**src/rtl/multicycle_controller_if.sv**
```systemverilog
// Control bundle between the multi-cycle RV32I controller and its datapath.
// There is no handshake: every control output is a level, valid in every cycle.
interface multicycle_controller_if;
  logic [31:0] instr;
  logic        zero;
  logic        reg_write;
  logic        mem_write;
  logic        for_data_mem;
  logic        adr_src;
  logic        IR_write;
  logic        pc_write;
  logic [1:0]  alu_srca;
  logic [1:0]  alu_srcb;
  logic [1:0]  wd_sel;
  logic [1:0]  res_src;
  logic [3:0]  alu_control;
  logic [3:0]  imm_src;
  logic        illegal_instr;

  modport master (
    input  instr, zero,
    output reg_write, mem_write, for_data_mem, adr_src, IR_write, pc_write,
           alu_srca, alu_srcb, wd_sel, res_src, alu_control, imm_src, illegal_instr
  );

  modport slave (
    output instr, zero,
    input  reg_write, mem_write, for_data_mem, adr_src, IR_write, pc_write,
           alu_srca, alu_srcb, wd_sel, res_src, alu_control, imm_src, illegal_instr
  );
endinterface

```
**src/rtl/multicycle_controller.sv**
```systemverilog
// Control FSM for the multi-cycle RV32I core: one state per cycle, all datapath
// controls decoded combinationally from the state and the latched instruction.
module multicycle_controller (
  input  logic                           clk,
  input  logic                           rst,
  multicycle_controller_if.master        bus,
  output logic [3:0]                     o_dbg_state
);
  localparam logic [3:0] ALU_ADD = 4'd0;
  localparam logic [3:0] ALU_SUB = 4'd1;
  localparam logic [3:0] ALU_AND = 4'd2;
  localparam logic [3:0] ALU_OR  = 4'd3;
  localparam logic [3:0] ALU_XOR = 4'd4;
  localparam logic [3:0] ALU_SLT = 4'd5;

  localparam logic [3:0] IMM_I = 4'd0;
  localparam logic [3:0] IMM_S = 4'd1;
  localparam logic [3:0] IMM_B = 4'd2;
  localparam logic [3:0] IMM_J = 4'd3;
  localparam logic [3:0] IMM_U = 4'd4;

  localparam logic [6:0] OP_LOAD  = 7'b0000011;
  localparam logic [6:0] OP_STORE = 7'b0100011;
  localparam logic [6:0] OP_R     = 7'b0110011;
  localparam logic [6:0] OP_I     = 7'b0010011;
  localparam logic [6:0] OP_BR    = 7'b1100011;
  localparam logic [6:0] OP_JAL   = 7'b1101111;
  localparam logic [6:0] OP_JALR  = 7'b1100111;
  localparam logic [6:0] OP_LUI   = 7'b0110111;

  localparam logic [3:0] FETCH     = 4'd0;
  localparam logic [3:0] DECODE    = 4'd1;
  localparam logic [3:0] MEM_ADR   = 4'd2;
  localparam logic [3:0] MEM_READ  = 4'd3;
  localparam logic [3:0] MEM_WB    = 4'd4;
  localparam logic [3:0] MEM_WRITE = 4'd5;
  localparam logic [3:0] EXEC_R    = 4'd6;
  localparam logic [3:0] EXEC_I    = 4'd7;
  localparam logic [3:0] ALU_WB    = 4'd8;
  localparam logic [3:0] BRANCH    = 4'd9;
  localparam logic [3:0] JAL       = 4'd10;
  localparam logic [3:0] JALR      = 4'd11;
  localparam logic [3:0] LUI       = 4'd12;

  logic [3:0] r_state;
  logic [3:0] w_next;
  logic [6:0] w_op;
  logic [2:0] w_f3;
  logic       w_f7b5;
  logic       w_alu_ok;
  logic [3:0] w_alu_op;
  logic       w_unused_instr;

  logic       w_reg_write, w_mem_write, w_for_data_mem, w_adr_src, w_ir_write, w_pc_write;
  logic [1:0] w_alu_srca, w_alu_srcb, w_wd_sel, w_res_src;
  logic [3:0] w_alu_control, w_imm_src;
  logic       w_illegal;

  assign w_op           = bus.instr[6:0];
  assign w_f3           = bus.instr[14:12];
  assign w_f7b5         = bus.instr[30];
  assign w_unused_instr = ^{bus.instr[31], bus.instr[29:15], bus.instr[11:7]};

  always_ff @(posedge clk or negedge rst) begin
    if (!rst) r_state <= FETCH;
    else      r_state <= w_next;
  end

  // Shared funct3 map for EXEC_R/EXEC_I; funct7[5] only matters for R-type.
  always_comb begin
    w_alu_ok = 1'b1;
    w_alu_op = ALU_ADD;
    case (w_f3)
      3'b000:  w_alu_op = (w_op == OP_R && w_f7b5) ? ALU_SUB : ALU_ADD;
      3'b111:  w_alu_op = ALU_AND;
      3'b110:  w_alu_op = ALU_OR;
      3'b100:  w_alu_op = ALU_XOR;
      3'b010:  w_alu_op = ALU_SLT;
      default: w_alu_ok = 1'b0;
    endcase
    if (w_op == OP_R && w_f7b5 && w_f3 != 3'b000) w_alu_ok = 1'b0;
  end

  always_comb begin
    w_next         = FETCH;
    w_reg_write    = 1'b0;
    w_mem_write    = 1'b0;
    w_for_data_mem = 1'b0;
    w_adr_src      = 1'b0;
    w_ir_write     = 1'b0;
    w_pc_write     = 1'b0;
    w_alu_srca     = 2'd0;
    w_alu_srcb     = 2'd0;
    w_wd_sel       = 2'd0;
    w_res_src      = 2'd0;
    w_alu_control  = ALU_ADD;
    w_imm_src      = IMM_I;
    w_illegal      = 1'b0;
    // Holding rst low silences every control, even though the state sits in FETCH.
    if (rst) begin
      case (r_state)
        FETCH: begin
          w_ir_write = 1'b1;
          w_alu_srcb = 2'd2;
          w_res_src  = 2'd2;
          w_pc_write = 1'b1;
          w_next     = DECODE;
        end
        DECODE: begin
          w_alu_srca = 2'd1;
          w_alu_srcb = 2'd1;
          w_imm_src  = (w_op == OP_JAL) ? IMM_J : IMM_B;
          case (w_op)
            OP_LOAD, OP_STORE: w_next = MEM_ADR;
            OP_R:              w_next = EXEC_R;
            OP_I:              w_next = EXEC_I;
            OP_BR:             w_next = BRANCH;
            OP_JAL:            w_next = JAL;
            OP_JALR:           w_next = JALR;
            OP_LUI:            w_next = LUI;
            default:           w_illegal = 1'b1;
          endcase
        end
        MEM_ADR: begin
          w_alu_srca = 2'd2;
          w_alu_srcb = 2'd1;
          w_imm_src  = (w_op == OP_STORE) ? IMM_S : IMM_I;
          w_next     = (w_op == OP_STORE) ? MEM_WRITE : MEM_READ;
        end
        MEM_READ: begin
          w_adr_src      = 1'b1;
          w_for_data_mem = 1'b1;
          w_next         = MEM_WB;
        end
        MEM_WB: begin
          w_res_src   = 2'd1;
          w_reg_write = 1'b1;
        end
        MEM_WRITE: begin
          w_adr_src      = 1'b1;
          w_for_data_mem = 1'b1;
          w_mem_write    = 1'b1;
        end
        EXEC_R, EXEC_I: begin
          w_alu_srca = 2'd2;
          w_alu_srcb = (r_state == EXEC_I) ? 2'd1 : 2'd0;
          if (w_alu_ok) begin
            w_alu_control = w_alu_op;
            w_next        = ALU_WB;
          end else begin
            w_illegal = 1'b1;
          end
        end
        ALU_WB: w_reg_write = 1'b1;
        BRANCH: begin
          w_alu_srca = 2'd2;
          case (w_f3)
            3'b000: begin w_alu_control = ALU_SUB; w_pc_write = bus.zero;  end
            3'b001: begin w_alu_control = ALU_SUB; w_pc_write = ~bus.zero; end
            3'b100: begin w_alu_control = ALU_SLT; w_pc_write = ~bus.zero; end
            3'b101: begin w_alu_control = ALU_SLT; w_pc_write = bus.zero;  end
            default: w_illegal = 1'b1;
          endcase
        end
        // alu_reg already holds the jal target computed during DECODE.
        JAL: begin
          w_pc_write  = 1'b1;
          w_wd_sel    = 2'd1;
          w_reg_write = 1'b1;
        end
        JALR: begin
          w_alu_srca  = 2'd2;
          w_alu_srcb  = 2'd1;
          w_res_src   = 2'd2;
          w_pc_write  = 1'b1;
          w_wd_sel    = 2'd1;
          w_reg_write = 1'b1;
        end
        LUI: begin
          w_imm_src   = IMM_U;
          w_res_src   = 2'd3;
          w_reg_write = 1'b1;
        end
        default: w_next = FETCH;
      endcase
    end
  end

  assign bus.reg_write     = w_reg_write;
  assign bus.mem_write     = w_mem_write;
  assign bus.for_data_mem  = w_for_data_mem;
  assign bus.adr_src       = w_adr_src;
  assign bus.IR_write      = w_ir_write;
  assign bus.pc_write      = w_pc_write;
  assign bus.alu_srca      = w_alu_srca;
  assign bus.alu_srcb      = w_alu_srcb;
  assign bus.wd_sel        = w_wd_sel;
  assign bus.res_src       = w_res_src;
  assign bus.alu_control   = w_alu_control;
  assign bus.imm_src       = w_imm_src;
  assign bus.illegal_instr = w_illegal;
  assign o_dbg_state       = r_state;
endmodule

```
**src/flat_wrapper.sv**
```systemverilog
// flat-port wrapper written by rule: the top's interface ports become plain ports
module multicycle_controller_flat 
  (clk, rst, o_dbg_state, bus_instr, bus_zero, bus_reg_write, bus_mem_write, bus_for_data_mem, bus_adr_src, bus_IR_write, bus_pc_write, bus_alu_srca, bus_alu_srcb, bus_wd_sel, bus_res_src, bus_alu_control, bus_imm_src, bus_illegal_instr);
  multicycle_controller_if bus_i ();
  input  logic clk;
  input  logic rst;
  output logic [3:0] o_dbg_state;
  input wire logic [$bits(bus_i.instr)-1:0] bus_instr;
  input wire logic [$bits(bus_i.zero)-1:0] bus_zero;
  output wire logic [$bits(bus_i.reg_write)-1:0] bus_reg_write;
  output wire logic [$bits(bus_i.mem_write)-1:0] bus_mem_write;
  output wire logic [$bits(bus_i.for_data_mem)-1:0] bus_for_data_mem;
  output wire logic [$bits(bus_i.adr_src)-1:0] bus_adr_src;
  output wire logic [$bits(bus_i.IR_write)-1:0] bus_IR_write;
  output wire logic [$bits(bus_i.pc_write)-1:0] bus_pc_write;
  output wire logic [$bits(bus_i.alu_srca)-1:0] bus_alu_srca;
  output wire logic [$bits(bus_i.alu_srcb)-1:0] bus_alu_srcb;
  output wire logic [$bits(bus_i.wd_sel)-1:0] bus_wd_sel;
  output wire logic [$bits(bus_i.res_src)-1:0] bus_res_src;
  output wire logic [$bits(bus_i.alu_control)-1:0] bus_alu_control;
  output wire logic [$bits(bus_i.imm_src)-1:0] bus_imm_src;
  output wire logic [$bits(bus_i.illegal_instr)-1:0] bus_illegal_instr;
  assign bus_i.instr = bus_instr;
  assign bus_i.zero = bus_zero;
  assign bus_reg_write = bus_i.reg_write;
  assign bus_mem_write = bus_i.mem_write;
  assign bus_for_data_mem = bus_i.for_data_mem;
  assign bus_adr_src = bus_i.adr_src;
  assign bus_IR_write = bus_i.IR_write;
  assign bus_pc_write = bus_i.pc_write;
  assign bus_alu_srca = bus_i.alu_srca;
  assign bus_alu_srcb = bus_i.alu_srcb;
  assign bus_wd_sel = bus_i.wd_sel;
  assign bus_res_src = bus_i.res_src;
  assign bus_alu_control = bus_i.alu_control;
  assign bus_imm_src = bus_i.imm_src;
  assign bus_illegal_instr = bus_i.illegal_instr;
  multicycle_controller u_core (.clk(clk), .rst(rst), .bus(bus_i), .o_dbg_state(o_dbg_state));
endmodule
```
**config.mk**
```make
export PLATFORM = sky130hd
export DESIGN_NAME = multicycle_controller_flat
export DESIGN_NICKNAME = d
export VERILOG_FILES = /design/src/rtl/multicycle_controller_if.sv /design/src/rtl/multicycle_controller.sv /design/src/flat_wrapper.sv
export SDC_FILE = /design/constraint.sdc
export NUM_CORES = 1
export LEC_CHECK = 0
export ABC_AREA = 1
export CAP_MARGIN = 20
export CELL_PAD_IN_SITES_DETAIL_PLACEMENT = 2
export CELL_PAD_IN_SITES_GLOBAL_PLACEMENT = 2
export CORE_AREA = 2 2 81 83
export CTS_CLUSTER_DIAMETER = 30
export DETAILED_ROUTE_END_ITERATION = 10
export DIE_AREA = 0 0 83 85
export PLACE_DENSITY = 0.84
export SYNTH_ARGS = -nofsm -noshare
export SYNTH_HDL_FRONTEND = slang
export SYNTH_SLANG_ARGS = --single-unit
```
**constraint.sdc**
```tcl
create_clock -name clk -period 1.3 [get_ports clk]
set_input_delay 0.26 -clock clk [delete_from_list [all_inputs] [get_ports clk]]
set_output_delay 0.26 -clock clk [all_outputs]
set_load 0.05 [all_outputs]
```
==> results.txt, run 1 <==
The path class of the tightest hold or removal check is input pin to async pin. Among all flip-flop cells after synthesis, the most frequent one is dfrtp_1. The standard cell area after detailed placement is 1760 sq um. For this run, the register share of the synthesized area comes to 13.8%. Setup violations remaining at the end of the flow were counted as 25.

The hold violation total from the final report is 0. Setup repair after global routing could not meet its margin everywhere. The number of placed instances with taps included came out at 280.

The floorplan step defined a die boundary enclosing 7060 sq um. The overall routing resource usage is 11.4%. The final antenna diode count is 0. The routed wire length is 4020 um. The area taken by multi-input logic gates came out at 867 sq um. The maximum buffer depth of the clock tree is 2. The via count normalized by instance count came out at 4.08. The die boundary width is 83 um. The number of DRC markers after the initial detailed-route iteration is 19. The count of nets after finishing is 254.

The die span in y came out at 85 um. Excluding fillers, the count of instances in the completed layout stands at 294. The synthesized instance count is 133.

The initial antenna violation count is 0. The sink count of the clock tree came out at 4. Counting flops and latches in the post-synthesis netlist gives 4. The peak supply drop is 0.000180 V. The total count of max-transition violations in the final report came out at 0. The maximum level of the CTS H-tree is 1.

In the layout the commonest cells are 38 x buf_4, 20 x nand2_1, 16 x buf_6. The register with the most flip-flops in the layout has 4 of them. The start-to-end type of the worst setup path is flop to primary output. The summed instance area of the synthesized netlist is 724 sq um. The area growth from synthesis to final layout came out at 191%.

The total clock buffers created by CTS came out at 3. The leakage component of the power came out at 0.000936 uW. The count of different cell masters after synthesis came out at 24. The max capacitance violation total is 0. The iteration count of the initial detailed-routing pass is 4. The via count of the first global-routing pass is 1403. The number of warnings reported in the yosys synthesis log came out at 0. The core region is 6200 sq um.

In this run the core area contains 29 standard-cell rows. The share of the cycle needed by the critical path after routing came out at 139%. The depth of the worst register-to-register path came out at 7. The count of boundary I/O pins is 62. The flow ran to the end, but the final reports show violations. The worst setup slack for register-to-register paths came out at -0.09 ns.

Routability-driven placement finished with a final weighted congestion of 0.803. The minimum setup slack in the final design came out at -0.501 ns. Clock latency on the worst-skew pair, taken at its later pin, is 0.22 ns. The clock arrives with 0.00204 ns of skew. The final core utilization came out at 34.0%. Entering global routing, the biggest net connects 13 pins.

The checks that failed: setup timing. The smallest clock period supported by the final layout is computed as 1.80 ns. The detailed-route wire length per cell came out at 13.7 um. The required arrival time at the worst endpoint is 1.04 ns. The worst setup path is captured at a primary output. In this run the critical register-to-register path is launched from u_core.o_dbg_state[2]. The maximum fanout count along the critical path is 5. The cell area after layout is 2110 sq um.

The share of synthesized flip-flops with an asynchronous set or reset came out at 100%. The detailed placer's ending HPWL came out at 3140 um. Input and output buffers added on the ports amount to 37. The antenna violation net count after detailed routing is 0. The power density over the cells came out at 428 nW/um^2.

After clock tree synthesis, the clock-pin slew on the worst setup and hold paths is 0.03 ns. The layout filler cell count is 699. Of the cells placed in the final design, the portion with a size suffix greater than 1 is 71.4%. The via count came out at 1200. The number of enable-type register cells in the synthesized netlist came out at 0.

STA classifies the critical path startpoint as a flop. TritonCTS built the clock tree. The sequential standard cell area is 105 sq um. The residual overflow from global routing came out at 0. The root buffer selected by CTS is clkbuf_8.

The global-route wire length before repair is 6620 um. The data arrival time of the worst path is 1.54 ns. The final routed DRC violation total is 0. The endpoint identified for the worst register-to-register timing path is u_core.o_dbg_state[3]. The maximum clock frequency came out at 555 MHz. The library cell used most frequently in the layout, excluding fill and tap cells, is buf_4. Dividing the synthesized area by the synthesized cell count gives 5.45 sq um.

Once the floorplan was initialized, standard cells occupied 11.7% of the core.
-- critical path, stage by stage, from the launching register on --
cell,delay (ns)
dfrtp_2,0.46
inv_4,0.10
nand2_4,0.07
nor2_4,0.16
nand3_2,0.09
o21ai_2,0.13
nor2_2,0.06
nor2_4,0.09
buf_8,0.15
-- cells in the mapped netlist, drive strengths merged, types with 2 or more instances --
master	number	area share, %
clkbuf	2	1.0
a31oi	2	1.7
nor3	4	2.8
inv	16	8.3
nand3	10	6.9
buf	6	6.2
o21ai	2	1.4
nor2	30	21
nand2	37	20
nand4	5	4.3
dfrtp	4	14
a21oi	7	4.8
xnor2	2	2.4
-- per-layer routing --
layer	wire length (um)	track usage [%]	up-vias
met5	0	0	-
met4	21	3.58	0
li1	-	-	589
met2	2450	24.0	27
met1	1470	11.8	581
met3	77	0.875	3
-- area by class of cell --
| cell class | count | share of cell area [%] |
|---|---|---|
| clock buffers | 3 | 1.96 |
| flip-flops and latches | 4 | 4.98 |
| well taps | 77 | 4.56 |
| multi-input cells | 107 | 41.1 |
| repair buffers | 87 | 44.1 |
| inverters | 16 | 3.32 |
-- worst max-delay path by stage --
stage / start / endpoint / slack, ns
floorplan: u_core.o_dbg_state[3] / bus_imm_src[1] / -0.44
global placement: bus_instr[5] / bus_alu_control[0] / -0.72
detailed placement: bus_instr[5] / bus_alu_control[0] / -0.78
CTS: u_core.o_dbg_state[1] / bus_alu_control[0] / -0.48
global route: u_core.o_dbg_state[0] / bus_alu_srcb[0] / -0.59
finish: u_core.o_dbg_state[2] / bus_illegal_instr / -0.50
-- kinds of logic (layout without fill, tap and decap cells) --
group / after synthesis / count (layout) / synth area share [%]
other cells: 1 / 3 / 0.518
xor+xnor: 2 / 2 / 2.42
compound gates: 13 / 13 / 10.2
flops: 4 / 4 / 13.8
buf+inv: 24 / 106 / 15.5
simple gates: 89 / 89 / 57.5
-- through the flow --
stage | setup slack, ns | TNS (ns) | power, uW | hold slack (ns)
after floorplan | -0.440 | -6.80 | 388 | -0.0356
after global placement | -0.717 | -9.83 | 581 | 0.582
after detailed placement | -0.777 | -10.47 | 592 | 0.582
after CTS | -0.484 | -8.56 | 883 | 0.119
after global routing | -0.592 | -10.23 | 951 | 0.125
final | -0.501 | -8.48 | 904 | 0.114
-- where the power goes --
group / switching, uW / total (uW) / internal [uW] / leakage [uW]
Clock: 64.2 / 262 / 197 / 0.0000216
Sequential: 6.48 / 136 / 129 / 0.0000481
Combinational: 288 / 507 / 219 / 0.000866
-- what timing repair did --
item	CTS	global route
setup endpoints to repair	25	26
gates resized for setup	54	47
pin swaps	16	24
setup buffers	7	7
gates cloned	0	0
hold buffers	0	0
Power figures use the tool's default switching activity.
==> run 2, diff against run 1 <==
--- a/config.mk
+++ b/config.mk
@@ -14,6 +14,7 @@
 export DETAILED_ROUTE_END_ITERATION = 10
 export DIE_AREA = 0 0 83 85
 export PLACE_DENSITY = 0.84
+export SLEW_MARGIN = 20
 export SYNTH_ARGS = -nofsm -noshare
 export SYNTH_HDL_FRONTEND = slang
 export SYNTH_SLANG_ARGS = --single-unit
==> results of run 2 <==
No change in the layout: final DEF, timing and power equal those of run 1.
==> run 3, diff against run 2 <==
--- a/config.mk
+++ b/config.mk
@@ -11,8 +11,10 @@
 export CELL_PAD_IN_SITES_GLOBAL_PLACEMENT = 2
 export CORE_AREA = 2 2 81 83
 export CTS_CLUSTER_DIAMETER = 30
+export CTS_CLUSTER_SIZE = 24
 export DETAILED_ROUTE_END_ITERATION = 10
 export DIE_AREA = 0 0 83 85
+export HOLD_SLACK_MARGIN = 0.1
 export PLACE_DENSITY = 0.84
 export SLEW_MARGIN = 20
 export SYNTH_ARGS = -nofsm -noshare
==> results of run 3 <==
No change in the layout: final DEF, timing and power equal those of run 1.
